==> src/rtl/clkdiv_pkg.sv <==
// Shared constants for the programmable clock-enable divider.
// No logic; latency not applicable.
// No flow control; constants only.
package clkdiv_pkg;

  // Output mode encodings.
  localparam logic MODE_PULSE  = 1'b0;
  localparam logic MODE_SQUARE = 1'b1;

  // Smallest divisor that still yields a distinct tick and a square wave.
  localparam int unsigned MIN_DIV = 2;

  // Standard divisors used by the top level for slow enables off 100 MHz.
  localparam int unsigned DIV_1KHZ = 100000;
  localparam int unsigned DIV_1HZ  = 100000000;

endpackage

==> src/rtl/clkdiv_cfg_shadow.sv <==
// Pending/active divisor+mode shadow pair with clamp, sticky error and boundary apply.
// Latency: a load reaches active one edge after the first tc or frozen cycle.
// No backpressure: loads are never refused; a newer pending load overwrites the older one.
module clkdiv_cfg_shadow
  import clkdiv_pkg::*;
#(
  parameter int unsigned WIDTH        = 32,
  parameter int unsigned DEFAULT_DIV  = DIV_1KHZ,
  parameter logic        DEFAULT_MODE = MODE_PULSE
) (
  input  logic             clock,
  input  logic             reset,
  input  logic             enable,
  input  logic             tc,
  input  logic             cfg_load,
  input  logic [WIDTH-1:0] div_value,
  input  logic             mode_value,
  output logic [WIDTH-1:0] active_div,
  output logic             active_mode,
  output logic             next_mode,
  output logic             apply_fire,
  output logic             cfg_pending,
  output logic             cfg_err
);

  logic [WIDTH-1:0] pend_div;
  logic             pend_mode;
  logic             div_bad;
  logic [WIDTH-1:0] load_div;
  logic             apply_now;
  logic [WIDTH-1:0] apply_div;
  logic             apply_mode;

  // Clamp the presented divisor and decide what, if anything, becomes active this edge.
  // A load arriving in an apply cycle bypasses the pending register entirely.
  always_comb begin
    div_bad    = (div_value < WIDTH'(MIN_DIV));
    load_div   = div_bad ? WIDTH'(MIN_DIV) : div_value;
    apply_now  = tc | ~enable;
    apply_fire = apply_now & (cfg_load | cfg_pending);
    apply_div  = cfg_load ? load_div   : pend_div;
    apply_mode = cfg_load ? mode_value : pend_mode;
    next_mode  = apply_fire ? apply_mode : active_mode;
  end

  // Shadow registers: reset to defaults, latch loads, promote pending at boundaries.
  always_ff @(posedge clock) begin
    if (!reset) begin
      active_div  <= WIDTH'(DEFAULT_DIV);
      active_mode <= DEFAULT_MODE;
      pend_div    <= WIDTH'(DEFAULT_DIV);
      pend_mode   <= DEFAULT_MODE;
      cfg_pending <= 1'b0;
      cfg_err     <= 1'b0;
    end else begin
      if (cfg_load && div_bad) begin
        cfg_err <= 1'b1;
      end
      if (apply_fire) begin
        active_div  <= apply_div;
        active_mode <= apply_mode;
        cfg_pending <= 1'b0;
      end else if (cfg_load) begin
        pend_div    <= load_div;
        pend_mode   <= mode_value;
        cfg_pending <= 1'b1;
      end
    end
  end

endmodule

==> src/rtl/clock_divider_prog.sv <==
// Runtime-programmable clock-enable generator: registered tick (pulse) or divided level (square).
// Latency: tick_out/clock_out are registered, 1 cycle after the counter condition.
// No backpressure: enable=0 freezes the counter; config loads are held until a period boundary.
module clock_divider_prog
  import clkdiv_pkg::*;
#(
  parameter int unsigned WIDTH        = 32,
  parameter int unsigned DEFAULT_DIV  = DIV_1KHZ,
  parameter logic        DEFAULT_MODE = MODE_PULSE
) (
  input  logic             clock,
  input  logic             reset,
  input  logic             enable,
  input  logic [WIDTH-1:0] div_value,
  input  logic             mode_value,
  input  logic             cfg_load,
  output logic             tick_out,
  output logic             clock_out,
  output logic [WIDTH-1:0] count,
  output logic             cfg_pending,
  output logic             cfg_err
);

  logic [WIDTH-1:0] active_div;
  logic [WIDTH-1:0] half_div;
  logic             active_mode;
  logic             next_mode;
  logic             apply_fire;
  logic             tc;
  logic             half_hit;

  clkdiv_cfg_shadow #(
    .WIDTH        (WIDTH),
    .DEFAULT_DIV  (DEFAULT_DIV),
    .DEFAULT_MODE (DEFAULT_MODE)
  ) u_cfg (
    .clock       (clock),
    .reset       (reset),
    .enable      (enable),
    .tc          (tc),
    .cfg_load    (cfg_load),
    .div_value   (div_value),
    .mode_value  (mode_value),
    .active_div  (active_div),
    .active_mode (active_mode),
    .next_mode   (next_mode),
    .apply_fire  (apply_fire),
    .cfg_pending (cfg_pending),
    .cfg_err     (cfg_err)
  );

  // Period boundary and mid-period (falling edge of square output) detection.
  always_comb begin
    half_div = active_div >> 1;
    tc       = enable & (count == active_div - WIDTH'(1));
    half_hit = enable & (count == half_div - WIDTH'(1));
  end

  // Counter: wrap at terminal count, hold when frozen, restart when a config lands while frozen.
  always_ff @(posedge clock) begin
    if (!reset) begin
      count <= '0;
    end else if (apply_fire && !enable) begin
      count <= '0;
    end else if (enable) begin
      count <= tc ? '0 : count + WIDTH'(1);
    end
  end

  // Pulse output: one cycle per period, only while the finishing period is in pulse mode.
  always_ff @(posedge clock) begin
    if (!reset) begin
      tick_out <= 1'b0;
    end else begin
      tick_out <= tc & (active_mode == MODE_PULSE);
    end
  end

  // Square output: rise entering count 0 of a square period, fall entering count H.
  // The boundary uses the mode of the period about to start so a switch is glitch-free.
  always_ff @(posedge clock) begin
    if (!reset) begin
      clock_out <= 1'b0;
    end else if (tc) begin
      clock_out <= (next_mode == MODE_SQUARE);
    end else if (apply_fire && next_mode == MODE_PULSE) begin
      clock_out <= 1'b0;
    end else if (half_hit && active_mode == MODE_SQUARE) begin
      clock_out <= 1'b0;
    end
  end

endmodule

==> config.mk <==
export PLATFORM = sky130hd
export DESIGN_NAME = clock_divider_prog
export DESIGN_NICKNAME = d
export VERILOG_FILES = /design/src/rtl/clkdiv_pkg.sv /design/src/rtl/clkdiv_cfg_shadow.sv /design/src/rtl/clock_divider_prog.sv
export SDC_FILE = /design/constraint.sdc
export NUM_CORES = 1
export LEC_CHECK = 0
export CORE_ASPECT_RATIO = 0.75
export CORE_MARGIN = 10
export CORE_UTILIZATION = 55
export DETAILED_ROUTE_END_ITERATION = 6
export MAX_ROUTING_LAYER = met4
export PLACE_DENSITY_LB_ADDON = 0.2
export SLEW_MARGIN = 5
export SYNTH_ARGS = -nofsm -noshare
export SYNTH_HDL_FRONTEND = slang
export SYNTH_SLANG_ARGS = --single-unit
==> constraint.sdc <==
create_clock -name clock -period 4.1 [get_ports clock]
set_clock_uncertainty 0.05 [all_clocks]
set_input_delay 0.41 -clock clock [delete_from_list [all_inputs] [get_ports clock]]
set_output_delay 0.41 -clock clock [all_outputs]
set_load 0.005 [all_outputs]
==> impl_metrics.prom, run 1 <==
# TYPE chip_impl_metric gauge
chip_impl_metric{name="total_leakage_power",unit="nW"} 2.723
chip_impl_metric{name="drt_pass1_iterations",unit=""} 5
chip_impl_metric{name="grt_first_pass_wirelength",unit="mm"} 31.95
chip_impl_metric{name="detailed_place_hpwl",unit="mm"} 15.01
chip_impl_metric{name="synthesized_instance_count",unit=""} 807
chip_impl_metric{name="cts_inserted_buffers",unit=""} 9
chip_impl_metric{name="post-layout-total-power",unit="mW"} 2.400
chip_impl_metric{name="setup-violations-final",unit=""} 0
chip_impl_metric{name="track_usage",unit="%"} 23.60
chip_impl_metric{name="path_clk_slew",unit="ps"} 80
chip_impl_metric{name="flow.area_growth_from_synthesis",unit="%"} 15.42
chip_impl_metric{name="antenna_cells",unit=""} 0
chip_impl_info{name="worst_setup_path_class",value="flop to flop"} 1
chip_impl_metric{name="cp.arrival",unit="ps"} 4100
chip_impl_info{name="min_from",value="u_cfg.pend_div[27]"} 1
chip_impl_metric{name="mappedNetlistNets",unit=""} 847
chip_impl_info{name="worstSetupEndpointType",value="flop"} 1
chip_impl_info{name="critical_path.startpoint_type",value="flop"} 1
chip_impl_metric{name="post_route_cells_drive_above_1_share",unit="%"} 7.628
chip_impl_info{name="top_usage_layer",value="met2"} 1
chip_impl_metric{name="grt_use_met3",unit="%"} 4.246
chip_impl_metric{name="numPortBuffers",unit=""} 72
chip_impl_metric{name="yosys.cell_types.count",unit=""} 70
chip_impl_metric{name="ys_seq_area_share",unit="%"} 30.54
chip_impl_info{name="regToRegEndpoint",value="u_cfg.pend_div[19]"} 1
chip_impl_metric{name="gr-usage-met1",unit="%"} 32.40
chip_impl_metric{name="placementRows",unit=""} 34
chip_impl_metric{name="power_per_cell_area",unit="nW/um2"} 311.0
chip_impl_metric{name="relative_slew_slack",unit="%"} 46.43
chip_impl_metric{name="design.die.area",unit="um2"} 17010
chip_impl_metric{name="post_synthesis_async_set_or_reset_flop_share",unit="%"} 0
chip_impl_metric{name="post_synthesis_instance_area",unit="um2"} 6686
chip_impl_metric{name="reg_area",unit="um2"} 2042
chip_impl_metric{name="worst_skew_pair.late_latency",unit="ps"} 360
chip_impl_metric{name="antenna_found_initial",unit=""} 0
chip_impl_metric{name="nFillCells",unit=""} 1024
chip_impl_metric{name="min_path_cells",unit=""} 2
chip_impl_metric{name="core_area",unit="um2"} 11740
chip_impl_metric{name="cts_max_level",unit=""} 3
chip_impl_info{name="layout_commonest_cell",value="sky130_fd_sc_hd__dfxtp_1"} 1
chip_impl_metric{name="final.period_utilization",unit="%"} 95.72
chip_impl_metric{name="timing.max_cap.violations",unit=""} 0
chip_impl_info{name="hold_path.class",value="flop to flop"} 1
chip_impl_metric{name="report.final.hold_viol_count",unit=""} 0
chip_impl_metric{name="r2r_slack",unit="ps"} 180
chip_impl_metric{name="clock_sinks",unit=""} 102
chip_impl_metric{name="avgViaCountPerCell",unit=""} 6.145
chip_impl_metric{name="total_area_of_multi_input_combinational_cells",unit="um2"} 4262
chip_impl_metric{name="grt_pass1_vias",unit=""} 5907
chip_impl_metric{name="ioPinCount",unit=""} 73
chip_impl_metric{name="clock_tree.buffer_depth",unit=""} 2
chip_impl_metric{name="routabilityCongestion",unit=""} 0.9922
chip_impl_metric{name="routed_wl",unit="mm"} 19.77
chip_impl_metric{name="cts_hold_buf",unit=""} 0
chip_impl_metric{name="via_count",unit=""} 6151
chip_impl_metric{name="die_h",unit="um"} 115.5
chip_impl_metric{name="min_period",unit="ps"} 3924
chip_impl_metric{name="drtIter0Drc",unit=""} 557
chip_impl_info{name="hold_end",value="u_cfg.pend_div[27]"} 1
chip_impl_metric{name="synth_enable_flop_cells",unit=""} 0
chip_impl_metric{name="drcViolationCount",unit=""} 0
chip_impl_metric{name="crit_path_max_fanout",unit=""} 31
chip_impl_metric{name="ir_drop",unit="mV"} 0.2228
chip_impl_metric{name="grt-ovfl-total",unit=""} 0
chip_impl_metric{name="final_slew_viol_count",unit=""} 0
chip_impl_metric{name="drt-wirelength-per-cell",unit="um"} 19.75
chip_impl_info{name="worstReg2RegStart",value="u_cfg.active_div[19]"} 1
chip_impl_info{name="tritoncts_clock_tree",value="built"} 1
chip_impl_metric{name="route.antenna.remaining_nets",unit=""} 0
chip_impl_info{name="buffer_cell_driving_the_clock_tree_root",value="sky130_fd_sc_hd__clkbuf_16"} 1
chip_impl_metric{name="crit_required",unit="ps"} 4280
chip_impl_metric{name="synth_area_per_cell",unit="um2"} 8.286
chip_impl_metric{name="nNetsFinal",unit=""} 874
chip_impl_metric{name="grt_start_max_net_pins",unit=""} 71
chip_impl_metric{name="floorplan.die.width",unit="um"} 147.3
chip_impl_metric{name="ys_seq_elements",unit=""} 102
chip_impl_metric{name="gr-usage-met2",unit="%"} 35.79
chip_impl_info{name="unrepaired_setup_endpoints_after_global_routing",value="no"} 1
chip_impl_info{name="yosys_most_used_dff",value="sky130_fd_sc_hd__dfxtp_1"} 1
chip_impl_metric{name="worst_margin_pin_slew",unit="ps"} 796.9
chip_impl_info{name="result_of_the_run",value="finished clean"} 1
chip_impl_metric{name="floorplan.initialDensity",unit="%"} 56.95
chip_impl_metric{name="worst_r2r_path_depth",unit=""} 9
chip_impl_info{name="mostFrequentLayoutCells",value="sky130_fd_sc_hd__dfxtp_1, sky130_fd_sc_hd__nand2_1, sky130_fd_sc_hd__nor2_1"} 1
chip_impl_metric{name="timing.setup.tns",unit="ps"} 0
chip_impl_metric{name="maxClockFrequency",unit="MHz"} 254.8
chip_impl_metric{name="synth-warning-count",unit=""} 0
repair_timing:
item | 4_1_cts | 5_1_grt
buffers inserted | 0 | 0
setup endpoints to repair | 0 | 5
gates resized for setup | 0 | 1
synth_stat cells, types with 8 or more instances:
library cell | n | share of area, %
sky130_fd_sc_hd__o211ai_1 | 11 | 1.2
sky130_fd_sc_hd__dfxtp_1 | 102 | 31
sky130_fd_sc_hd__xnor2_1 | 65 | 8.5
sky130_fd_sc_hd__nor2_1 | 76 | 4.3
sky130_fd_sc_hd__nor3_1 | 12 | 0.90
sky130_fd_sc_hd__buf_2 | 16 | 1.2
sky130_fd_sc_hd__clkbuf_1 | 46 | 2.6
sky130_fd_sc_hd__nand4_1 | 21 | 2.0
sky130_fd_sc_hd__or4_1 | 11 | 1.2
sky130_fd_sc_hd__o21ai_0 | 13 | 0.97
sky130_fd_sc_hd__mux2i_1 | 61 | 9.1
sky130_fd_sc_hd__a211oi_1 | 33 | 3.7
sky130_fd_sc_hd__inv_1 | 14 | 0.79
sky130_fd_sc_hd__a21oi_1 | 37 | 2.8
sky130_fd_sc_hd__a31oi_1 | 8 | 0.75
sky130_fd_sc_hd__and3_1 | 8 | 0.75
sky130_fd_sc_hd__nor4_1 | 19 | 1.8
sky130_fd_sc_hd__nand2_1 | 84 | 4.7
sky130_fd_sc_hd__xor2_1 | 48 | 6.3
sky130_fd_sc_hd__nand3_1 | 23 | 1.7
sequential cells by signal (all words and copies together) (netlist names):
name               cells
u_cfg.active_mode      1
u_cfg.pend_div        32
tick_out               1
u_cfg.pend_mode        1
clock_out              1
count                 32
u_cfg.cfg_err          1
u_cfg.cfg_pending      1
u_cfg.active_div      32
per-layer routing:
layer  wire, um  vias to the layer above
met5          0                        -
met4        164                        0
met3       1369                       16
met2       8778                      209
met1       9459                     3004
li1           -                     2922
cells by family (layout without fill, tap and decap cells):
family / after synthesis / count (layout) / synth area share, %
compound gates: 137 / 137 / 14.82
xor+xnor: 113 / 113 / 14.80
fa+ha+maj: 3 / 3 / 0.5614
buf+inv: 89 / 121 / 5.876
flops: 102 / 102 / 30.54
mux: 62 / 62 / 9.300
simple gates: 301 / 301 / 24.10
critical path, cell delays in order, from the launching register on:
cell                      delay [ps]
sky130_fd_sc_hd__dfxtp_1         430
sky130_fd_sc_hd__nor4_1          720
sky130_fd_sc_hd__nand4_1         420
sky130_fd_sc_hd__xnor2_1         250
sky130_fd_sc_hd__nor4_1          570
sky130_fd_sc_hd__o32a_1          360
sky130_fd_sc_hd__a41oi_4         250
sky130_fd_sc_hd__and2_1          260
sky130_fd_sc_hd__buf_4           280
sky130_fd_sc_hd__mux2i_1         180
power by group:
part	total (mW)	leakage, nW	internal, mW	switching (mW)
combinational	0.432	1.75	0.188	0.244
sequential	1.10	0.833	1.03	0.0643
clock	0.873	0.144	0.431	0.441
metrics by stage:
| stage | hold WS (ps) | area, um2 | setup slack (ps) | std cells | util [%] |
|---|---|---|---|---|---|
| 3_3_place_gp | 390.8 | 7415 | 315.7 | 985 | 63.15 |
| 4_1_cts | 409.4 | 7711 | 265.4 | 1001 | 65.68 |
| 5_1_grt | 430.3 | 7717 | 145.5 | 1001 | 65.73 |
| 6_report | 408.1 | 7717 | 175.5 | 1001 | 65.73 |
| 2_1_floorplan | 384.1 | 6686 | 850.2 | 807 | - |
| 3_5_place_dp | 397.1 | 7415 | 278.6 | 985 | 63.15 |
area by class of cell:
class,count,share of cell area [%]
Sequential cell,102,26.46
Timing Repair Buffer,90,11.12
Multi-Input combinational cell,616,55.22
Clock buffer,10,2.967
Clock inverter,6,0.8755
Tap cell,162,2.626
Inverter,15,0.7296
how the worst max path moves through the flow:
stage	startpoint	to	slack (ps)	cells after the start
after floorplan	u_cfg.active_div[2]	u_cfg.pend_div[11]	850	13
after global placement	u_cfg.active_div[13]	u_cfg.pend_div[20]	320	9
after detailed placement	u_cfg.active_div[13]	u_cfg.pend_div[21]	280	9
after CTS	u_cfg.active_div[13]	u_cfg.pend_div[30]	270	9
after global routing	u_cfg.active_div[19]	u_cfg.pend_div[30]	150	9
final	u_cfg.active_div[19]	u_cfg.pend_div[19]	180	9
Power figures use the tool's default switching activity.
==> inputs of run 2 (changes only) <==
==> constraint.sdc (replaced) <==
create_clock -name clock -period 4.3 [get_ports clock]
set_clock_uncertainty 0.05 [all_clocks]
set_input_delay 0.86 -clock clock [delete_from_list [all_inputs] [get_ports clock]]
set_output_delay 0.86 -clock clock [all_outputs]
set_load 0.005 [all_outputs]
==> impl_metrics.prom, run 2 (synthesis results as in run 1) <==
# TYPE chip_impl_metric gauge
chip_impl_info{name="hold_path.class",value="flop to flop"} 1
chip_impl_metric{name="ir_drop",unit="mV"} 0.1984
chip_impl_metric{name="post-layout-total-power",unit="mW"} 2.307
chip_impl_metric{name="crit_path_max_fanout",unit=""} 28
chip_impl_metric{name="post-place-ws",unit="ps"} 583.9
chip_impl_info{name="result_of_the_run",value="finished clean"} 1
chip_impl_metric{name="timing.max_cap.violations",unit=""} 0
chip_impl_metric{name="cts_hold_buf",unit=""} 0
chip_impl_metric{name="nNetsFinal",unit=""} 874
chip_impl_metric{name="power.switching",unit="mW"} 0.6815
chip_impl_info{name="cp_slowest_cell",value="sky130_fd_sc_hd__or4_1"} 1
chip_impl_metric{name="path_clk_slew",unit="ps"} 80
chip_impl_metric{name="floorplan.die.width",unit="um"} 147.3
chip_impl_metric{name="antenna_found_initial",unit=""} 0
chip_impl_metric{name="worst_case_setup_margin_in_the_final_layout",unit="ps"} 549.6
chip_impl_metric{name="route.antenna.remaining_nets",unit=""} 0
chip_impl_metric{name="avgViaCountPerCell",unit=""} 6.104
chip_impl_metric{name="floorplan.initialDensity",unit="%"} 56.95
chip_impl_metric{name="power.combinational.fraction",unit="%"} 17.9
chip_impl_metric{name="drtIter0Drc",unit=""} 486
chip_impl_metric{name="placementRows",unit=""} 34
chip_impl_metric{name="share_clk_of_total_power",unit="%"} 36.9
chip_impl_metric{name="clock_tree.buffer_depth",unit=""} 2
chip_impl_metric{name="gr-usage-met2",unit="%"} 37.02
chip_impl_metric{name="postLayoutCoreUtil",unit="%"} 65.87
chip_impl_metric{name="post_route_cells_drive_above_1_share",unit="%"} 7.509
chip_impl_metric{name="gr-usage-met1",unit="%"} 32.25
chip_impl_info{name="unrepaired_setup_endpoints_after_global_routing",value="no"} 1
chip_impl_metric{name="grt_start_max_net_pins",unit=""} 71
chip_impl_metric{name="post_cts_buffers",unit=""} 0
chip_impl_metric{name="nFillCells",unit=""} 987
chip_impl_metric{name="crit_required",unit="ps"} 4540
chip_impl_metric{name="maxClockFrequency",unit="MHz"} 266.6
chip_impl_metric{name="cts_max_level",unit=""} 3
chip_impl_metric{name="track_usage",unit="%"} 23.97
chip_impl_metric{name="cts_inserted_buffers",unit=""} 9
chip_impl_info{name="top_usage_layer",value="met2"} 1
chip_impl_metric{name="grt_use_met3",unit="%"} 4.324
chip_impl_metric{name="worst_margin_pin_slew",unit="ps"} 786.8
chip_impl_metric{name="setup-violations-final",unit=""} 0
chip_impl_metric{name="detailed_place_hpwl",unit="mm"} 15.08
chip_impl_metric{name="grt_pass1_vias",unit=""} 5943
chip_impl_metric{name="ioPinCount",unit=""} 73
chip_impl_metric{name="routabilityCongestion",unit=""} 1.022
chip_impl_info{name="worst_setup_path_class",value="flop to flop"} 1
chip_impl_metric{name="cts_resized",unit=""} 0
chip_impl_metric{name="design.die.area",unit="um2"} 17010
chip_impl_metric{name="power.sequential.fraction",unit="%"} 45.2
chip_impl_metric{name="routed_wl",unit="mm"} 19.75
chip_impl_info{name="mostFrequentLayoutCells",value="sky130_fd_sc_hd__dfxtp_1, sky130_fd_sc_hd__nand2_1, sky130_fd_sc_hd__nor2_1"} 1
chip_impl_metric{name="final.period_utilization",unit="%"} 87.22
chip_impl_metric{name="grt-ovfl-total",unit=""} 0
chip_impl_info{name="worstSetupEndpointType",value="flop"} 1
chip_impl_info{name="critical_path.startpoint_type",value="flop"} 1
chip_impl_metric{name="total_leakage_power",unit="nW"} 2.729
chip_impl_metric{name="min_period",unit="ps"} 3750
chip_impl_info{name="layout_commonest_cell",value="sky130_fd_sc_hd__dfxtp_1"} 1
chip_impl_metric{name="swShare",unit="%"} 29.54
chip_impl_metric{name="timing.setup.tns",unit="ps"} 0
chip_impl_metric{name="report.final.hold_viol_count",unit=""} 0
chip_impl_metric{name="worst_skew_pair.late_latency",unit="ps"} 350
chip_impl_info{name="reg.largest.list",value="count x32, u_cfg.active_div x32, u_cfg.pend_div x32"} 1
chip_impl_metric{name="clock_sinks",unit=""} 102
chip_impl_info{name="buffer_cell_driving_the_clock_tree_root",value="sky130_fd_sc_hd__clkbuf_16"} 1
chip_impl_metric{name="numPortBuffers",unit=""} 72
chip_impl_metric{name="cp.arrival",unit="ps"} 3990
chip_impl_info{name="tritoncts_clock_tree",value="built"} 1
chip_impl_metric{name="power_per_cell_area",unit="nW/um2"} 298.3
chip_impl_metric{name="relative_slew_slack",unit="%"} 47.06
chip_impl_metric{name="final_slew_viol_count",unit=""} 0
chip_impl_metric{name="internal-power",unit="mW"} 1.625
chip_impl_metric{name="grt_first_pass_wirelength",unit="mm"} 32.46
chip_impl_metric{name="flow.area_growth_from_synthesis",unit="%"} 15.66
chip_impl_metric{name="die_h",unit="um"} 115.5
chip_impl_metric{name="timing.critical_path.slowest_cell_delay",unit="ps"} 590
chip_impl_metric{name="drt-wirelength-per-cell",unit="um"} 19.73
chip_impl_metric{name="drcViolationCount",unit=""} 0
chip_impl_metric{name="antenna_cells",unit=""} 0
chip_impl_info{name="worstPathCellList",value="inv_1 > ha_1 > nor4b_4 > nand4_1 > or4_1 > o2111ai_1 > a2111oi_4 > a41oi_4 > and2_1 > buf_12 > mux2i_1"} 1
chip_impl_metric{name="drt_pass1_iterations",unit=""} 5
chip_impl_metric{name="via_count",unit=""} 6110
chip_impl_metric{name="core_area",unit="um2"} 11740
[run 2: critical path: cells and delay by family (launching register included)]
| kind | cells | cell delay [ps] |
|---|---|---|
| buf+inv | 2 | 350 |
| simple gates | 4 | 1790 |
| mux | 1 | 210 |
| flops | 1 | 410 |
| fa+ha+maj | 1 | 170 |
| compound gates | 3 | 700 |
[run 2: cell type report]
type | count | area, um2 | share of cell area [%]
clock inverter | 6 | 77.57 | 1.003
clock buffer | 10 | 229.0 | 2.961
multi-input combinational | 616 | 4255 | 55.02
tap | 162 | 202.7 | 2.621
inverter | 15 | 56.30 | 0.7280
timing repair buffer | 90 | 870.8 | 11.26
sequential | 102 | 2042 | 26.40
[run 2: final timing paths]
kind | startpoint | end | slack, ps | depth (start not counted)
max | u_cfg.active_div[2] | u_cfg.pend_div[22] | 550 | 11
min reg2reg | u_cfg.pend_div[18] | u_cfg.pend_div[18] | 410 | 2
max reg2reg | u_cfg.active_div[2] | u_cfg.pend_div[22] | 550 | 11
min | u_cfg.pend_div[18] | u_cfg.pend_div[18] | 410 | 2
[run 2: through the flow]
step	std cells	area, um2	hold slack (ps)
finish	1001	7734	409.9
detailed placement	985	7427	401.9
CTS	1001	7734	411.9
global placement	985	7427	390.7
global route	1001	7734	427.5
floorplan	807	6686	384.1
[run 2: power by group through the flow]
stage               Sequential (mW)  Clock (mW)  Combinational, mW
floorplan                      1.03           0              0.308
global placement               1.06           0              0.397
detailed placement             1.06           0              0.406
CTS                            1.04       0.863              0.408
global route                   1.05       0.896              0.450
finish                         1.04       0.851              0.414
[run 2: routing by layer]
metal | vias up | routed length, um
met5 | - | 0
met4 | 0 | 251
met3 | 24 | 1050
met2 | 198 | 8948
met1 | 2954 | 9503
li1 | 2934 | -
